==> config.mk <==
export PLATFORM = sky130hd
export DESIGN_NAME = connect4_game_controller_flat
export DESIGN_NICKNAME = d
export VERILOG_FILES = /design/src/rtl/connect4_pkg.sv /design/src/rtl/connect4_game_controller_if.sv /design/src/rtl/connect4_win_detect.sv /design/src/rtl/connect4_game_controller.sv /design/src/flat_wrapper.sv
export SDC_FILE = /design/constraint.sdc
export NUM_CORES = 1
export LEC_CHECK = 0
export CAP_MARGIN = 40
export CORE_MARGIN = 3
export CORE_UTILIZATION = 45
export CTS_CLUSTER_DIAMETER = 100
export DETAILED_ROUTE_END_ITERATION = 8
export PLACE_DENSITY = 0.85
export RECOVER_POWER = 25
export SLEW_MARGIN = 15
export SYNTH_ARGS = -nofsm -noshare
export SYNTH_HDL_FRONTEND = slang
export SYNTH_SLANG_ARGS = --single-unit
export TNS_END_PERCENT = 20
==> constraint.sdc <==
create_clock -name clk -period 1.9 [get_ports clk]
set_input_delay 0.38 -clock clk [delete_from_list [all_inputs] [get_ports clk]]
set_output_delay 0.38 -clock clk [all_outputs]
set_load 0.01 [all_outputs]
==> src/rtl/connect4_pkg.sv <==
// Shared constants for the 4x4 Connect-4 controller: datapath command codes,
// winner codes, board geometry and the ten winning lines.
package connect4_pkg;

  // Datapath command codes driven on the state output
  localparam logic [1:0] CMD_WAIT  = 2'b00;
  localparam logic [1:0] CMD_PLACE = 2'b01;
  localparam logic [1:0] CMD_CHECK = 2'b10;
  localparam logic [1:0] CMD_OVER  = 2'b11;

  // Winner codes
  localparam logic [1:0] WIN_NONE = 2'b00;
  localparam logic [1:0] WIN_P1   = 2'b01;
  localparam logic [1:0] WIN_P2   = 2'b10;
  localparam logic [1:0] WIN_DRAW = 2'b11;

  localparam int unsigned BOARD_CELLS = 16;
  localparam int unsigned NUM_LINES   = 10;

  // Each line packs four 4-bit cell indices (cell = row*4 + col, row 0 = bottom).
  // Index order: rows 0..3, columns 0..3, diagonal, anti-diagonal.
  localparam logic [NUM_LINES-1:0][3:0][3:0] WIN_LINES = {
    16'hC963,  // anti-diagonal 3,6,9,12
    16'hFA50,  // diagonal 0,5,10,15
    16'hFB73,  // column 3
    16'hEA62,  // column 2
    16'hD951,  // column 1
    16'hC840,  // column 0
    16'hFEDC,  // row 3
    16'hBA98,  // row 2
    16'h7654,  // row 1
    16'h3210   // row 0
  };

  function automatic logic [3:0] cell_idx(input int unsigned row, input int unsigned col);
    return 4'(row * 4 + col);
  endfunction

endpackage

==> src/rtl/connect4_game_controller_if.sv <==
// Controller <-> datapath bus: move command out, board read-back in.
interface connect4_game_controller_if;
  logic [3:0]                           in_column;
  logic [1:0]                           state;
  logic [connect4_pkg::BOARD_CELLS-1:0] gameboard;
  logic [connect4_pkg::BOARD_CELLS-1:0] players_cells;
  logic                                 invalid_column;
  logic                                 next_player;

  // Controller side
  modport master (
    output in_column, state,
    input  gameboard, players_cells, invalid_column, next_player
  );

  // Datapath side
  modport slave (
    input  in_column, state,
    output gameboard, players_cells, invalid_column, next_player
  );
endinterface

==> src/rtl/connect4_win_detect.sv <==
// Combinational line detector: flags a complete four-in-a-line for each player.
module connect4_win_detect
  import connect4_pkg::*;
(
  input  logic [BOARD_CELLS-1:0] gameboard,
  input  logic [BOARD_CELLS-1:0] players_cells,
  output logic                   p1_win,
  output logic                   p2_win
);

  logic occ, all_p1, all_p2;

  // Scan every winning line; a line counts only when all four cells are occupied
  always_comb begin
    p1_win = 1'b0;
    p2_win = 1'b0;
    occ    = 1'b0;
    all_p1 = 1'b0;
    all_p2 = 1'b0;
    for (int unsigned l = 0; l < NUM_LINES; l++) begin
      occ    = 1'b1;
      all_p1 = 1'b1;
      all_p2 = 1'b1;
      for (int unsigned k = 0; k < 4; k++) begin
        occ    = occ & gameboard[WIN_LINES[l][k]];
        all_p1 = all_p1 & ~players_cells[WIN_LINES[l][k]];
        all_p2 = all_p2 & players_cells[WIN_LINES[l][k]];
      end
      p1_win = p1_win | (occ & all_p1);
      p2_win = p2_win | (occ & all_p2);
    end
  end

endmodule

==> src/rtl/connect4_game_controller.sv <==
// Connect-4 turn sequencer: qualifies button presses, sequences the datapath
// through PLACE/SETTLE/CHECK and publishes win/draw/invalid status.
// Optional turn timer: define CONNECT4_TURN_TIMER_EN.
module connect4_game_controller
  import connect4_pkg::*;
#(
  parameter int unsigned INVALID_HOLD = 8,
  parameter int unsigned TURN_TIMEOUT = 1000000
) (
  input  logic                       clk,
  input  logic                       reset,
  input  logic [3:0]                 btn_column,
  connect4_game_controller_if.master dp,
  output logic                       current_player,
  output logic [1:0]                 winner,
  output logic                       game_over,
  output logic                       invalid_move,
  output logic [4:0]                 move_count
);

  localparam logic [2:0] S_IDLE   = 3'd0;
  localparam logic [2:0] S_PLACE  = 3'd1;
  localparam logic [2:0] S_SETTLE = 3'd2;
  localparam logic [2:0] S_CHECK  = 3'd3;
  localparam logic [2:0] S_OVER   = 3'd4;

  localparam int unsigned INV_W = $clog2(INVALID_HOLD + 1);

  logic [2:0]             fsm;
  logic [3:0]             btn_prev;
  logic [3:0]             col_q;
  logic [BOARD_CELLS-1:0] gb_q;
  logic [BOARD_CELLS-1:0] pc_q;
  logic                   inv_q;
  logic                   np_q;
  logic [INV_W-1:0]       inv_cnt;
  logic                   p1_win, p2_win;
  logic                   press_ok;
  logic                   timeout_hit;

  assign press_ok = (fsm == S_IDLE) && (btn_prev == '0) && $onehot(btn_column);

`ifdef CONNECT4_TURN_TIMER_EN
  localparam int unsigned TMR_W = $clog2(TURN_TIMEOUT);
  logic [TMR_W-1:0] turn_cnt;

  // Turn timer: idles at zero outside IDLE, so it restarts on every IDLE entry
  always_ff @(posedge clk or negedge reset) begin
    if (!reset)                         turn_cnt <= '0;
    else if (fsm != S_IDLE || press_ok) turn_cnt <= '0;
    else if (!timeout_hit)              turn_cnt <= turn_cnt + 1'b1;
  end

  assign timeout_hit = (turn_cnt == TMR_W'(TURN_TIMEOUT - 1));
`else
  // No turn timer: IDLE waits indefinitely (TURN_TIMEOUT >= 2 keeps this low)
  assign timeout_hit = (TURN_TIMEOUT == 0);
`endif

  // Input staging: button history and datapath read-back, sampled every cycle
  always_ff @(posedge clk or negedge reset) begin
    if (!reset) begin
      btn_prev <= '0;
      gb_q     <= '0;
      pc_q     <= '0;
      inv_q    <= 1'b0;
      np_q     <= 1'b0;
    end else begin
      btn_prev <= btn_column;
      gb_q     <= dp.gameboard;
      pc_q     <= dp.players_cells;
      inv_q    <= dp.invalid_column;
      np_q     <= dp.next_player;
    end
  end

  connect4_win_detect u_win (
    .gameboard     (gb_q),
    .players_cells (pc_q),
    .p1_win        (p1_win),
    .p2_win        (p2_win)
  );

  // Turn sequencer and game status; CHECK judges the read-back latched at end of SETTLE
  always_ff @(posedge clk or negedge reset) begin
    if (!reset) begin
      fsm            <= S_IDLE;
      col_q          <= '0;
      current_player <= 1'b0;
      winner         <= WIN_NONE;
      move_count     <= '0;
    end else begin
      case (fsm)
        S_IDLE: begin
          if (press_ok) begin
            col_q <= btn_column;
            fsm   <= S_PLACE;
          end else if (timeout_hit) begin
            winner <= np_q ? WIN_P1 : WIN_P2;
            fsm    <= S_OVER;
          end
        end
        S_PLACE:  fsm <= S_SETTLE;
        S_SETTLE: fsm <= S_CHECK;
        S_CHECK: begin
          if (inv_q) begin
            fsm <= S_IDLE;
          end else begin
            if (move_count != 5'd16) move_count <= move_count + 5'd1;
            current_player <= np_q;
            if (p1_win) begin
              winner <= WIN_P1;
              fsm    <= S_OVER;
            end else if (p2_win) begin
              winner <= WIN_P2;
              fsm    <= S_OVER;
            end else if (move_count == 5'd15) begin
              winner <= WIN_DRAW;
              fsm    <= S_OVER;
            end else begin
              fsm <= S_IDLE;
            end
          end
        end
        S_OVER:  fsm <= S_OVER;
        default: fsm <= S_IDLE;
      endcase
    end
  end

  // Invalid-move indicator hold counter
  always_ff @(posedge clk or negedge reset) begin
    if (!reset)                        inv_cnt <= '0;
    else if (fsm == S_CHECK && inv_q)  inv_cnt <= INV_W'(INVALID_HOLD);
    else if (inv_cnt != '0)            inv_cnt <= inv_cnt - 1'b1;
  end

  // Datapath command decode
  always_comb begin
    case (fsm)
      S_PLACE:          dp.state = CMD_PLACE;
      S_SETTLE, S_CHECK: dp.state = CMD_CHECK;
      S_OVER:           dp.state = CMD_OVER;
      default:          dp.state = CMD_WAIT;
    endcase
  end

  assign dp.in_column  = (fsm == S_PLACE) ? col_q : '0;
  assign game_over     = (fsm == S_OVER);
  assign invalid_move  = (inv_cnt != '0);

endmodule

==> src/flat_wrapper.sv <==
// flat-port wrapper written by rule: the top's interface ports become plain ports
module connect4_game_controller_flat import connect4_pkg::*;
#(
  parameter int unsigned INVALID_HOLD = 8,
  parameter int unsigned TURN_TIMEOUT = 1000000
)
  (clk, reset, btn_column, current_player, winner, game_over, invalid_move, move_count, dp_in_column, dp_state, dp_gameboard, dp_players_cells, dp_invalid_column, dp_next_player);
  connect4_game_controller_if dp_i ();
  input  logic clk;
  input  logic reset;
  input  logic [3:0] btn_column;
  output logic current_player;
  output logic [1:0] winner;
  output logic game_over;
  output logic invalid_move;
  output logic [4:0] move_count;
  output wire logic [$bits(dp_i.in_column)-1:0] dp_in_column;
  output wire logic [$bits(dp_i.state)-1:0] dp_state;
  input wire logic [$bits(dp_i.gameboard)-1:0] dp_gameboard;
  input wire logic [$bits(dp_i.players_cells)-1:0] dp_players_cells;
  input wire logic [$bits(dp_i.invalid_column)-1:0] dp_invalid_column;
  input wire logic [$bits(dp_i.next_player)-1:0] dp_next_player;
  assign dp_in_column = dp_i.in_column;
  assign dp_state = dp_i.state;
  assign dp_i.gameboard = dp_gameboard;
  assign dp_i.players_cells = dp_players_cells;
  assign dp_i.invalid_column = dp_invalid_column;
  assign dp_i.next_player = dp_next_player;
  connect4_game_controller #(.INVALID_HOLD(INVALID_HOLD), .TURN_TIMEOUT(TURN_TIMEOUT)) u_core (.clk(clk), .reset(reset), .btn_column(btn_column), .dp(dp_i), .current_player(current_player), .winner(winner), .game_over(game_over), .invalid_move(invalid_move), .move_count(move_count));
endmodule
; After elaboration in Yosys (flattened, before gate mapping)
; Cells that the tools add are included.
[op_classes]
n_addsub = 5
eq_ne = 8
n_mux = 13
bitwise = 145
reduce_logical = 13
[ops]
columns = operator, n
row1 = AND 1 bit, 110
row2 = bitwise OR 1 bit, 18
row3 = inverter 1 bit, 17
row4 = two-way mux 3 bit, 5
row5 = case mux 3 bit (5 select lines), 1
row6 = two-way mux 4 bit, 3
row7 = "== test 3 x 1 -> 1 bit, second input constant", 2
row8 = "== test 3 x 2 -> 1 bit, second input constant", 2
row9 = two-way mux 2 bit, 3
row10 = case mux 2 bit (3 select lines), 1
row11 = AND reduction 3 bit, 2
row12 = "adder 5 x 1 -> 5 bit, second input constant", 1
row13 = "== test 5 x 4 -> 1 bit, second input constant", 1
row14 = "inequality test 5 bit, second input constant", 1
row15 = adder 1 x 1 -> 2 bit, 2
row16 = zero test 4 bit, 1
row17 = AND reduction 2 bit, 2
row18 = nonzero test 4 bit, 1
row19 = "subtractor 4 x 1 -> 4 bit, second input constant", 1
row20 = adder 3 bit, 1
row21 = "== test 3 bit, second input constant", 1
row22 = logical AND 1 bit, 3
row23 = zero test 3 bit, 1
row24 = nonzero test 3 bit, 1
row25 = 3 further kinds, 3
[totals]
regBits = 57
in_bits = 40
out_inout_bits = 16
elab_cells = 195

; Logic depth before layout (Yosys ltp)
; Gate-level depths: netlist of run 1.
[logic_depth]
word_depth = 17
depth_mapped = 6
ltp_nobuf = 6

; By module
; From an unflattened synthesis of run 1, not the netlist that was laid out.
[unflattened]
hier_cells = 195
hier_area_um2 = 2347.3
[by_module_without_submodules]
columns = module, instances, cells_each, area_per_inst_um2, seq_area_each_um2
row1 = connect4_game_controller, 1, 140, 2040.7, 1426.4
row2 = connect4_win_detect, 1, 55, 306.5, 0.0

; Worst setup path after synthesis of run 1
; No wires, ideal clock.
[synth_timing]
kind = input-to-reg
start = input port btn_column[0]
end = register u_core.col_q[0]
setup_ns = 0.125
t_arrival_ns = 2.154
required_time_ns = 1.775
slack_ns = -0.379
cell_stages = 6
n_path_buf = 0
cell_sequence = ha_1 ha_1 fa_1 nor4b_1 nand4b_1 mux2_2
[synth_via]
elab_chain_len = 5
[synth_rtl]
columns = element, line
row1 = from (decl), flat_wrapper.sv:11  ; input logic [3:0] btn_column;
row2 = adder 1 x 1 -> 2 bit (implied by the code), connect4_game_controller.sv:41  ; assign press_ok = (fsm == S_IDLE) && (btn_prev == '0) && $onehot(btn_column);
row3 = adder 3 bit (implied by the code), connect4_game_controller.sv:41
row4 = == test 3 x 1 -> 1 bit, connect4_game_controller.sv:41
row5 = logical AND 1 bit, connect4_game_controller.sv:41
row6 = AND reduction 2 bit (no line), -
row7 = to (signal assigned), connect4_game_controller.sv:96  ; col_q <= btn_column;
row8 = to (decl), connect4_game_controller.sv:31  ; logic [3:0] col_q;
; Several ways; a longest one is shown, not always the timed one.
; A chain may end at the register's enable or synchronous reset.

; Final worst setup path of run 1
[layout_timing]
start = input port btn_column[3]
end = register u_core.col_q[3]
; The elaborated chain is that of the path after synthesis.

==> results of run 1 <==
-- registers in the layout (all words and copies together), names as in the netlist --
register,count
u_core.inv_cnt,4
u_core.fsm,3
u_core.current_player,1
u_core.col_q,4
u_core.btn_prev,4
u_core.winner,2
u_core.move_count,5
u_core.pc_q,16
u_core.np_q,1
u_core.inv_q,1
u_core.gb_q,16
-- placed cells by master, fill, tap and decap left out, drive strengths merged, types with 3 or more instances in the layout --
cell,n
clkinv,3
dlygate4sd2,3
inv,10
nand2,7
nor4,3
nand3,8
ha,8
nand4,15
and2,4
o22ai,3
clkdlybuf4s50,42
clkbuf,14
a21oi,3
buf,13
o21ai,3
or4,10
mux2,5
nor3,5
nor2,21
dfrtp,57
xnor2,6
-- report_power, final --
group	leakage [nW]	internal [mW]	total (mW)	switching, mW
clock network	0.0978	0.618	1.04	0.419
logic	0.614	0.507	0.899	0.392
registers	0.684	1.42	1.59	0.167
total	1.40	2.55	3.53	0.978
-- area by class of cell --
cell class / count / share of cell area (%)
multi-input combinational: 118 / 26.9
tap: 67 / 2.63
timing repair buffer: 64 / 18.8
clock buffer: 10 / 4.31
clock inverter: 4 / 1.41
inverter: 10 / 1.18
sequential: 57 / 44.8
-- repair_timing --
item,CTS,global route
setup endpoints to repair,13,9
resized for setup,32,9
pin swaps,6,1
buffers inserted,1,0
-- metrics by stage --
step	std cells	total power, mW	util, %	cell area, µm²
after floorplan	185	2.07	-	2320
after global placement	315	2.49	63.1	3020
after detailed placement	315	2.53	63.1	3020
after CTS	330	3.58	67.1	3210
after global routing	330	3.77	66.7	3190
final	330	3.53	66.7	3190
-- kinds of logic after synthesis --
group	after synthesis	synth area share [%]
buffers and inverters	10	1.65
XOR/XNOR	6	2.32
AO/OA/AOI/OAI	17	4.96
multiplexers	7	3.36
AND/OR/NAND/NOR	79	19.5
flip-flops	57	62.9
adder cells (fa/ha/maj)	9	5.30
-- Yosys cell counts (3+ instances only) --
master,instances,share of area (%)
sky130_fd_sc_hd__a21oi_1,3,0.66
sky130_fd_sc_hd__or4_1,10,3.3
sky130_fd_sc_hd__nand3_1,7,1.5
sky130_fd_sc_hd__o21ai_0,3,0.66
sky130_fd_sc_hd__ha_1,8,4.4
sky130_fd_sc_hd__nand4_1,15,4.1
sky130_fd_sc_hd__inv_1,10,1.7
sky130_fd_sc_hd__dfrtp_1,57,63
sky130_fd_sc_hd__mux2_2,5,2.5
sky130_fd_sc_hd__o22ai_1,3,0.83
sky130_fd_sc_hd__nand2_1,7,1.2
sky130_fd_sc_hd__nor2_1,21,3.5
sky130_fd_sc_hd__xnor2_1,6,2.3
sky130_fd_sc_hd__and2_1,4,1.1
sky130_fd_sc_hd__nor3_1,4,0.88
sky130_fd_sc_hd__nor4_1,3,0.83
-- worst min-delay path by stage --
stage | slack, ns | start | endpoint
3_5_place_dp | 0.40 | reset | u_core.gb_q[14]$_DFF_PN0_
6_report | 0.26 | btn_column[0] | u_core.btn_prev[0]$_DFF_PN0_
4_1_cts | 0.05 | reset | u_core.gb_q[14]$_DFF_PN0_
2_1_floorplan | 0.08 | reset | u_core.btn_prev[0]$_DFF_PN0_
3_3_place_gp | 0.39 | reset | u_core.gb_q[12]$_DFF_PN0_
5_1_grt | 0.25 | btn_column[2] | u_core.btn_prev[2]$_DFF_PN0_
-- routing by layer --
layer  share of wire (%)  global-route usage (%)  up-vias  wire length [µm]
met3                 6.3                    6.81       12               281
met4                 2.3                    7.47        0               104
met2                  48                    28.4       57              2180
li1                    -                       -      824                 -
met1                  43                    20.4      784              1930
met5                   0                       0        -                 0
==> flow_summary.toml, run 1 <==
[drt]
num_vias = 1677
post-route-drc-count = 0
route.detailed.wl_per_inst_um = 13.6
drtPass1Iterations = 4
drt.antenna.violating_nets = 0
wirelength_um = 4490
post_drt_via_cell_ratio = 5.08
first_iter_violations = 68

[layout]
syn2layout_area_growth_pct = 40.7
final_layout_size_suffix_gt1_share_pct = 17.5
fin_nets = 309
seq_area_mm2 = 0.00143
insertedDiodeCount = 0
multi_input_comb_area_um2 = 858
num-fill-cells = 363

[logic_synthesis]
seq_area_frac_synth_pct = 62.9
yosys_warnings = 0
ys_dominant_reg_cell = "sky130_fd_sc_hd__dfrtp_1"
ys_ff_latch = 57
async_reset_ff_share_pct = 100
postSynthCellCount = 185
synthesis.nets = 234
syn-mean-instance-area_um2 = 12.3
syn_area_mm2 = 0.00227
synth-edff-count = 0
synth_cell_types = 32

[min_path]
timing.hold.worst_path_depth = 2
hold_path.class = "input port to flip-flop"

[clocking]
insertion_delay_ns = 0.33
number_of_clock_buffers_inserted_by_tritoncts = 9
clock-root-buffer = "sky130_fd_sc_hd__clkbuf_8"
cts_hold_fix_bufs = 0
tritoncts_clock_tree = "yes"
clk_pin_slew_ns = 0.05
ctsLongestPathBuffers = 2
cts_max_level = 3
clock-sinks = 57

[global_routing]
grt_use_total_pct = 17.4
grt_start_max_net_pins = 58
antenna_found_initial = 0
grt-ovfl-total = 0
grt_pass1_vias = 1792
wire_length_of_the_first_global_routing_pass_um = 7970

[timing]
final_min_period_over_clock_period_pct = 107
post-route-min-period_ns = 2.04
fin_ws_ns = -0.140
setup_viol = 4
fmax_mhz = 490
timing.slew.headroom_pct = 11.8
fin_hold_ws_ns = 0.264
report.final.hold_viol_count = 0
rsz0062_at_grt = "true"
final-max-slew-violation-count = 0
max_slew.worst_pin.slew_ns = 1.32
timing.setup.tns_ns = -0.493
finalClockSkew_ns = 0.00855

[worst_setup_path]
worst-r2r-setup-slack_ns = 0.26
worst-path-buf-inv = 1
crit_path_max_fanout = 4
timing.rr.end = "u_core.winner[0]$_DFFE_PN0P_"
worstPathArrival_ns = 2.25
worstRegToRegCells = 6
timing.critical_path.slowest_stage_cell = "sky130_fd_sc_hd__fa_1"
critPathMostFrequentCell = "sky130_fd_sc_hd__ha_4"
worst_setup_path_end_kind = "flip-flop"
timing.critical_path.max_delay_family = "adder cells"
startpoint_type = "input port"
critical_path.max_stage_delay_ns = 0.44
r2r_start = "u_core.pc_q[9]$_DFF_PN0_"
worstSetupPathDepth = 7
crit_path_cell_trace = "buf_6, ha_4, ha_4, fa_1, nor4b_2, nand4b_1, mux2_4"
startpoint = "btn_column[3]"
setup.worst_path.end = "u_core.col_q[3]$_DFFE_PN0P_"
crit_type = "input port to flip-flop"
timing.critical_path.required_ns = 2.11

[power]
leakage_nw = 1.40
p_per_area_mw_per_mm2 = 1110
worst_ir_drop_vdd_mv = 0.621

[placed_design]
detailedPlacementHpwl_um = 3440
place.gp.congestion = 0.885
buffer_ports.inserted = 55
placement.setup.worst_slack_ns = -0.958

[floorplanning]
placeableCoreArea_mm2 = 0.00479
design.portCount = 56
die_w_um = 77
die_area_mm2 = 0.00593
start_util_pct = 47.4
dieHeight_um = 77
rows = 25

[outcome]
status = "finished, violations left"
failed_checks = "negative setup slack"

[run]
maxCapViolCount = 0
(Power assumes the default switching activity.)
==> run 2, diff against run 1 <==
--- a/config.mk
+++ b/config.mk
@@ -9,6 +9,7 @@
 export CORE_MARGIN = 3
 export CORE_UTILIZATION = 45
 export CTS_CLUSTER_DIAMETER = 100
+export CTS_CLUSTER_SIZE = 14
 export DETAILED_ROUTE_END_ITERATION = 8
 export PLACE_DENSITY = 0.85
 export RECOVER_POWER = 25
==> results of run 2 <==
The final DEF is identical to that of run 1; final timing and power are the same.
==> run 3, diff against run 2 <==
--- a/config.mk
+++ b/config.mk
@@ -8,7 +8,6 @@
 export CAP_MARGIN = 40
 export CORE_MARGIN = 3
 export CORE_UTILIZATION = 45
-export CTS_CLUSTER_DIAMETER = 100
 export CTS_CLUSTER_SIZE = 14
 export DETAILED_ROUTE_END_ITERATION = 8
 export PLACE_DENSITY = 0.85
==> results of run 3 <==
The final DEF is identical to that of run 1; final timing and power are the same.
